**src/rtl/uart_rx_buffered.sv**
```systemverilog
`default_nettype none
// ============================================================================
// Module   : uart_rx_buffered
// Brief    : 16x-oversampled 8N1 UART receiver feeding a small FWFT receive
//            FIFO. Define UART_RX_PARITY_EN to receive 8E1 frames instead.
// Revision : 1.0 - initial release
// ============================================================================
module uart_rx_buffered #(
    parameter int CLK_FREQ   = 100000000,
    parameter int BAUD       = 9600,
    parameter int OVERSAMPLE = 16,
    parameter int FIFO_DEPTH = 4
) (
    input  logic       clk,
    input  logic       rst,
    input  logic       rx,
    input  logic       rd_en,
    output logic [7:0] rx_byte,
    output logic       rx_empty,
    output logic       rx_full,
    output logic       frame_err,
    output logic       overrun,
    output logic       parity_err
);

    localparam int c_div_raw = CLK_FREQ / (BAUD * OVERSAMPLE);
    localparam int c_div     = (c_div_raw > 0) ? c_div_raw : 1;
    localparam int c_div_w   = (c_div > 1) ? $clog2(c_div) : 1;
    localparam int c_aw      = $clog2(FIFO_DEPTH);

    localparam logic [c_div_w-1:0] c_div_last = c_div_w'(c_div - 1);
    localparam logic [c_aw:0]      c_full_cnt = (c_aw + 1)'(FIFO_DEPTH);

`ifdef UART_RX_PARITY_EN
    typedef enum logic [2:0] {
        S_IDLE   = 3'd0,
        S_START  = 3'd1,
        S_DATA   = 3'd2,
        S_PARITY = 3'd3,
        S_STOP   = 3'd4,
        S_WAIT   = 3'd5
    } state_t;
`else
    typedef enum logic [2:0] {
        S_IDLE  = 3'd0,
        S_START = 3'd1,
        S_DATA  = 3'd2,
        S_STOP  = 3'd4,
        S_WAIT  = 3'd5
    } state_t;
`endif

    state_t               r_state;
    state_t               w_state_nxt;
    logic [1:0]           r_sync;
    logic                 w_rx;
    logic [c_div_w-1:0]   r_div_cnt;
    logic                 w_tick;
    logic [3:0]           r_tick_cnt;
    logic                 w_mid;
    logic [2:0]           r_bit_cnt;
    logic [7:0]           r_shift;
    logic                 r_push;
    logic                 r_frame_err;
    logic                 r_overrun;

    logic                 w_start;
    logic                 w_bit_clr;
    logic                 w_shift;
    logic                 w_push_req;
    logic                 w_ferr;

    logic [7:0]           r_mem [FIFO_DEPTH];
    logic [c_aw-1:0]      r_wr_ptr;
    logic [c_aw-1:0]      r_rd_ptr;
    logic [c_aw:0]        r_count;
    logic                 w_pop;
    logic                 w_wr;

    // Preset to idle-high so releasing reset never looks like a start edge.
    always_ff @(posedge clk or negedge rst) begin
        if (!rst) begin
            r_sync <= 2'b11;
        end else begin
            r_sync <= {r_sync[0], rx};
        end
    end

    assign w_rx   = r_sync[1];
    assign w_tick = (r_div_cnt == c_div_last);
    assign w_mid  = w_tick && (r_tick_cnt == 4'd15);

    always_ff @(posedge clk or negedge rst) begin
        if (!rst) begin
            r_state <= S_IDLE;
        end else begin
            r_state <= w_state_nxt;
        end
    end

`ifdef UART_RX_PARITY_EN
    logic r_par_bad;
    logic r_parity_err;
    logic w_par_sample;
    logic w_perr;
`endif

    always_comb begin
        w_state_nxt = r_state;
        w_start     = 1'b0;
        w_bit_clr   = 1'b0;
        w_shift     = 1'b0;
        w_push_req  = 1'b0;
        w_ferr      = 1'b0;
`ifdef UART_RX_PARITY_EN
        w_par_sample = 1'b0;
        w_perr       = 1'b0;
`endif
        case (r_state)
            S_IDLE: begin
                if (!w_rx) begin
                    w_state_nxt = S_START;
                    w_start     = 1'b1;
                end
            end
            S_START: begin
                // Eighth tick lands mid start bit; a high line here was a glitch.
                if (w_tick && (r_tick_cnt == 4'd7)) begin
                    if (w_rx) begin
                        w_state_nxt = S_IDLE;
                    end else begin
                        w_state_nxt = S_DATA;
                        w_bit_clr   = 1'b1;
                    end
                end
            end
            S_DATA: begin
                if (w_mid) begin
                    w_shift = 1'b1;
                    if (r_bit_cnt == 3'd7) begin
`ifdef UART_RX_PARITY_EN
                        w_state_nxt = S_PARITY;
`else
                        w_state_nxt = S_STOP;
`endif
                    end
                end
            end
`ifdef UART_RX_PARITY_EN
            S_PARITY: begin
                if (w_mid) begin
                    w_par_sample = 1'b1;
                    w_state_nxt  = S_STOP;
                end
            end
`endif
            S_STOP: begin
                if (w_mid) begin
`ifdef UART_RX_PARITY_EN
                    w_perr     = r_par_bad;
                    w_push_req = w_rx && !r_par_bad;
`else
                    w_push_req = w_rx;
`endif
                    if (w_rx) begin
                        w_state_nxt = S_IDLE;
                    end else begin
                        w_ferr      = 1'b1;
                        w_state_nxt = S_WAIT;
                    end
                end
            end
            S_WAIT: begin
                if (w_rx) begin
                    w_state_nxt = S_IDLE;
                end
            end
            default: begin
                w_state_nxt = S_IDLE;
            end
        endcase
    end

    always_ff @(posedge clk or negedge rst) begin
        if (!rst) begin
            r_div_cnt   <= '0;
            r_tick_cnt  <= '0;
            r_bit_cnt   <= '0;
            r_shift     <= '0;
            r_push      <= 1'b0;
            r_frame_err <= 1'b0;
        end else begin
            r_div_cnt <= (w_start || w_tick) ? '0 : r_div_cnt + 1'b1;

            if (w_start || w_bit_clr) begin
                r_tick_cnt <= '0;
            end else if (w_tick) begin
                r_tick_cnt <= r_tick_cnt + 4'd1;
            end

            if (w_bit_clr) begin
                r_bit_cnt <= '0;
            end else if (w_shift) begin
                r_bit_cnt <= r_bit_cnt + 3'd1;
            end

            if (w_shift) begin
                r_shift <= {w_rx, r_shift[7:1]};
            end

            r_push      <= w_push_req;
            r_frame_err <= w_ferr;
        end
    end

`ifdef UART_RX_PARITY_EN
    // Even parity: the received parity bit must equal the XOR of the data.
    always_ff @(posedge clk or negedge rst) begin
        if (!rst) begin
            r_par_bad    <= 1'b0;
            r_parity_err <= 1'b0;
        end else begin
            if (w_start) begin
                r_par_bad <= 1'b0;
            end else if (w_par_sample) begin
                r_par_bad <= (w_rx != ^r_shift);
            end
            r_parity_err <= w_perr;
        end
    end

    assign parity_err = r_parity_err;
`else
    assign parity_err = 1'b0;
`endif

    // Receive FIFO: a pop frees a slot in the same edge, so push-while-full
    // only drops the byte when nothing is being read.
    assign w_pop = rd_en && (r_count != '0);
    assign w_wr  = r_push && ((r_count != c_full_cnt) || w_pop);

    always_ff @(posedge clk) begin
        if (w_wr) begin
            r_mem[r_wr_ptr] <= r_shift;
        end
    end

    always_ff @(posedge clk or negedge rst) begin
        if (!rst) begin
            r_wr_ptr  <= '0;
            r_rd_ptr  <= '0;
            r_count   <= '0;
            r_overrun <= 1'b0;
        end else begin
            if (w_wr) begin
                r_wr_ptr <= r_wr_ptr + 1'b1;
            end
            if (w_pop) begin
                r_rd_ptr <= r_rd_ptr + 1'b1;
            end
            case ({w_wr, w_pop})
                2'b10:   r_count <= r_count + 1'b1;
                2'b01:   r_count <= r_count - 1'b1;
                default: r_count <= r_count;
            endcase
            r_overrun <= r_push && !w_wr;
        end
    end

    assign rx_empty  = (r_count == '0);
    assign rx_full   = (r_count == c_full_cnt);
    assign rx_byte   = rx_empty ? 8'h00 : r_mem[r_rd_ptr];
    assign frame_err = r_frame_err;
    assign overrun   = r_overrun;

endmodule
`default_nettype wire

```
**config.mk**
```make
export PLATFORM = sky130hd
export DESIGN_NAME = uart_rx_buffered
export DESIGN_NICKNAME = d
export VERILOG_FILES = /design/src/rtl/uart_rx_buffered.sv
export SDC_FILE = /design/constraint.sdc
export NUM_CORES = 1
export LEC_CHECK = 0
export ABC_AREA = 1
export CORE_UTILIZATION = 53
export DETAILED_ROUTE_END_ITERATION = 6
export GPL_TIMING_DRIVEN = 0
export PLACE_DENSITY = 0.78
export REMOVE_ABC_BUFFERS = 1
export SLEW_MARGIN = 20
export SYNTH_ARGS = -nofsm -noshare
export SYNTH_HDL_FRONTEND = slang
export SYNTH_SLANG_ARGS = --single-unit
```
**constraint.sdc**
```tcl
create_clock -name clk -period 1.7 [get_ports clk]
set_input_delay 0.51 -clock clk [delete_from_list [all_inputs] [get_ports clk]]
set_output_delay 0.51 -clock clk [all_outputs]
set_load 0.02 [all_outputs]
```
# After elaboration in Yosys (flattened, before gate mapping)
# Memory sizes are Yosys's and may differ from the RTL's.
# Index checks and enable logic that the tools add are counted.
[word_totals] reg_bits=40 mem_bits_rw=32 input_bits=4 output_inout_bits=13 wordCells=82 n_memories=1
[op_classes] add_sub_neg=7 eq_ne=18 muxes=28 n_reduce_logical=16
[memory_table] memory="r_mem" depth=4 width=8 read_ports=1 rd_clocked_by_memory_dff=0 wr=1 line="73" source="logic [7:0] r_mem [FIFO_DEPTH];"
[ops] op="2-to-1 mux 3 bit" n=9
[ops] op="one-hot mux 3 bit (5 select lines)" n=1
[ops] op="== test 3 bit (second input constant)" n=4
[ops] op="2-to-1 mux 1 bit" n=12
[ops] op="inequality test 2 bit (second input constant)" n=6
[ops] op="adder 10 x 1 -> 10 bit (second input constant)" n=1
[ops] op="== test 10 bit (second input constant)" n=1
[ops] op="2-to-1 mux 10 bit" n=1
[ops] op="2-to-1 mux 4 bit" n=2
[ops] op="2-to-1 mux 8 bit" n=1
[ops] op="adder 3 x 1 -> 3 bit (second input constant)" n=2
[ops] op="logical NOT 3 bit" n=2
[ops] op="one-hot mux 3 bit (2 select lines)" n=1
[ops] op="AND reduction 6 bit" n=1
[ops] op="nonzero test 2 bit" n=3
[ops] op="logical AND 1 bit" n=5
[ops] op="adder 2 x 1 -> 2 bit (second input constant)" n=2
[ops] op="adder 4 x 1 -> 4 bit (second input constant)" n=1
[ops] op="== test 4 x 3 -> 1 bit (second input constant)" n=1
[ops] op="== test 4 bit (second input constant)" n=1
[ops] op="== test 3 x 1 -> 1 bit (second input constant)" n=1
[ops] op="== test 3 x 2 -> 1 bit (second input constant)" n=1
[ops] op="logical OR 1 bit" n=3
[ops] op="inequality test 3 bit (second input constant)" n=1
[ops] op="6 further kinds" n=6

# Depth between registers and ports, before layout
[depth] depth_word=6 depth_mapped=10 mapped_depth_nobuf=9

# Worst setup path after synthesis
# Ideal clock, no wire load.
[synth_path] kind="reg-to-output" startpoint="reg r_count[0]" endpoint="out rx_byte[0]" t_arrival_ps=1295 t_required_ps=1190 slack_ps=-105 path_stages_with_launch=5 n_path_buf=0 path_cell_list="dfrtp_1 -> inv_1 -> nand3_1 -> clkinv_1 -> a21oi_1"
[synth_between] elab_chain_cells=2
[synth_rtl] item="from (decl)" line="76" source="logic [c_aw:0] r_count;"
[synth_rtl] item="from (signal assigned)" line="262" source="2'b10: r_count <= r_count + 1'b1;"
[synth_rtl] item="from (signal assigned)" line="263" source="2'b01: r_count <= r_count - 1'b1;"
[synth_rtl] item="from (signal assigned)" line="264" source="default: r_count <= r_count;"
[synth_rtl] item="logical NOT 3 bit" line="270" source="assign rx_empty = (r_count == '0);"
[synth_rtl] item="named net rx_empty" line="19" source="output logic rx_empty,"
[synth_rtl] item="2-to-1 mux 8 bit" line="272" source="assign rx_byte = rx_empty ? 8'h00 : r_mem[r_rd_ptr];"
[synth_rtl] item="to (decl)" line="18" source="output logic [7:0] rx_byte,"
# The timed path passes the listed nets, and every way through them passes these cells.

# Worst setup path in the final report
[layout_path] startpoint="reg r_rd_ptr[1]" endpoint="out rx_byte[7]"
[layout_between] elab_chain_cells=2
[layout_rtl] item="from (decl)" line="75" source="logic [c_aw-1:0] r_rd_ptr;"
[layout_rtl] item="from (signal assigned)" line="259" source="r_rd_ptr <= r_rd_ptr + 1'b1;"
[layout_rtl] item="memory (4 x 8 bit)"
[layout_rtl] item="2-to-1 mux 8 bit" line="272"
# No other way between the ends.

==> reports/metrics.cfg <==
[min_path]
min_path_type=in2async

[synthesis]
synth.distinct_cells=30
synth.cell_area_sq_mm=0.00328
yosys-top-cells-count=nand2_1 (66), nor2_1 (64), dfrtp_1 (38)
synth_edf_count=32
synth.area.top_cells=edfxtp_1 (29%), dfrtp_1 (29%), nand2_1 (7.5%), nor2_1 (7.3%), inv_1 (3.5%)
synthArstFlopShare_pct=55.6
yosysSeqAreaShare_pct=59.8
yosysTopAreaCell=edfxtp_1
netlist_instances=340
syn_area_per_cell_sq_um=9.66
yosysMostFrequentCell=nand2_1
synthFlopType=dfrtp_1
synth_top_area_share_pct=29.3
ys_seq_elements=72
ys_warn_count=0

[clocking]
clockBufferDepth=2
root_buffer=clkbuf_8
holdBufCountCts=0
clk_pin_slew_ps=80
htreeDepth=3
numClockSinks=72
tritoncts=yes
clk_latency_ps=350
cts_buffers=9

[detailed_routing]
dr.pass1.iters=4
routed_wirelength_microns=5840
vias_per_cell=5.19
postRouteAntennaNets=0
num_vias=2330
drc_errors=0
drt-initial-drc-count=102
post_drt_wl_per_cell_microns=13.0

[placed_design]
io_buffer_count=15
placedCellCount=423
dp_hpwl_microns=3740
gp_congestion=0.845

[final_layout]
layout.cells.non_filler=449
nets=383
drive_above_1_share_pct=19.3
area_growth_pct=18.7
antenna_cells=0

[pwr]
ir_drop_v=0.000755
leakagePower_nw=1.82
total_power_mw=4.94
power_density_mw_per_mm2=1270

[timing]
rsz0062_at_grt=yes
hold_viol_final=0
fin_crit_sh_pct=115
max_freq_ghz=0.511
worst_slack_ps=-255
finalMaxSlewViolations=0
period_needed_ps=1960
clock_skew_ps=8.03
setup_violations=9

[floorplanning]
core_sq_mm=0.00596
die_area_sq_mm=0.00651
boundaryPins=17
num_rows=28
die_w_microns=80.7
die_h_microns=80.7
start_util_pct=55.1

[setup_path]
criticalPathCategory=reg2out
crit_slowest_cell=dfrtp_2
cp-start-kind=flop
crit_required_ps=1190
crit_top_cell=buf_4
path_cells=buf_4 -> nor2_1 -> o21ai_0 -> a21oi_1 -> buf_4
cp_num_buf_inv=2
cp_max_fo=5
cp-end-kind=output port
arrival_ps=1450
cp_top_family=flip-flops
slowest_delay_ps=430

[global_route]
grt-ovfl-total=0
track_usage_pct=20.4
antenna_found_initial=0
grt_pass1_wl_microns=9690
grt_max_degree=27
grt_pass1_vias=2209

[status]
violations=setup timing
status=complete, but fails checks

[job]
maxCapViolations=0

-- layout make-up --
type / instances / area, sq um
clock buffer: 9 / 124
multi-input combinational: 225 / 1220
sequential: 72 / 1970
clock inverter: 7 / 100
inverter: 35 / 144
timing repair inverter: 1 / 8.76
tap: 75 / 93.8
fill: 468 / 2060
timing repair buffer: 25 / 238
-- power breakdown --
group | internal (mW) | switching, mW
Clock | 0.844 | 0.678
Sequential | 1.88 | 0.0619
Combinational | 0.617 | 0.864
Total | 3.34 | 1.60
-- metrics by stage --
step	utilization, %	setup TNS [ps]	cell area, sq um	hold slack (ps)	worst slack [ps]
after floorplan	-	-836	3230	214	-105
after global placement	58.3	-60570	3470	346	-807
after detailed placement	58.6	-30140	3490	348	-776
after CTS	64.7	-2040	3850	53.2	-281
after global routing	65.4	-2720	3900	81.4	-363
final	65.4	-1810	3900	58.7	-255
-- placed cells by master, fill, tap and decap left out, types with 2 or more instances in the layout --
cell	n
buf_4	14
buf_12	3
nor3_1	7
buf_6	2
dlygate4sd2_1	2
clkbuf_8	9
o21ai_0	19
nor2_2	6
a21oi_1	15
nand2_1	63
edfxtp_1	32
nand4_1	11
dfrtp_2	2
inv_2	5
dfrtp_1	36
o21ai_2	2
nor2_4	7
xor2_1	6
nand2_4	3
ha_1	9
nand2_2	2
dfstp_2	2
inv_1	28
inv_6	5
bufinv_16	2
buf_2	2
nand3_4	2
o21ai_1	2
nand3_1	10
nor2_1	56
-- cells by family after synthesis --
family                   synth area share, %
XOR/XNOR                                1.87
AND/OR/NAND/NOR                         22.5
flip-flops                              59.8
other                                  0.114
adder cells (fa/ha/maj)                 4.04
AO/OA/AOI/OAI                           6.02
buffers and inverters                   5.60
-- flip-flops by register name, summed over array words and instances, names as in the netlist --
| register | count |
|---|---|
| r_mem | 32 |
| r_div_cnt | 10 |
| r_shift | 8 |
| r_tick_cnt | 4 |
| r_bit_cnt | 3 |
| r_count | 3 |
| r_state | 3 |
| r_rd_ptr | 2 |
| r_sync | 2 |
| r_wr_ptr | 2 |
| frame_err | 1 |
| overrun | 1 |
| r_push | 1 |
-- timing repair --
action	in CTS	in global routing
setup endpoints to repair	53	40
gates cloned	1	0
hold endpoints to repair	0	0
resized for setup	82	10
buffers inserted	8	1
pin swaps	10	0
-- layer usage --
metal	wire length (microns)	share of wire [%]	vias up	GRT usage, %
met5	0	0	-	0
met4	140	2.4	0	11.8
met3	160	2.7	15	3.41
met2	3020	52	42	35.0
met1	2520	43	1103	24.2
li1	-	-	1170	-
-- path summary, 6_finish.rpt --
check,to,depth (start not counted),slack (ps),from
max in group asynchronous,r_rd_ptr[0],2,1180,rst
min in group clk,r_sync[1],0,360,r_sync[0]
worst max register to register,r_count[2],8,120,r_count[1]
worst max-delay path,rx_byte[7],5,-260,r_rd_ptr[1]
worst min register to register,r_sync[1],0,360,r_sync[0]
worst min-delay path,r_state[0],1,60,rst
(Power assumes the default switching activity.)
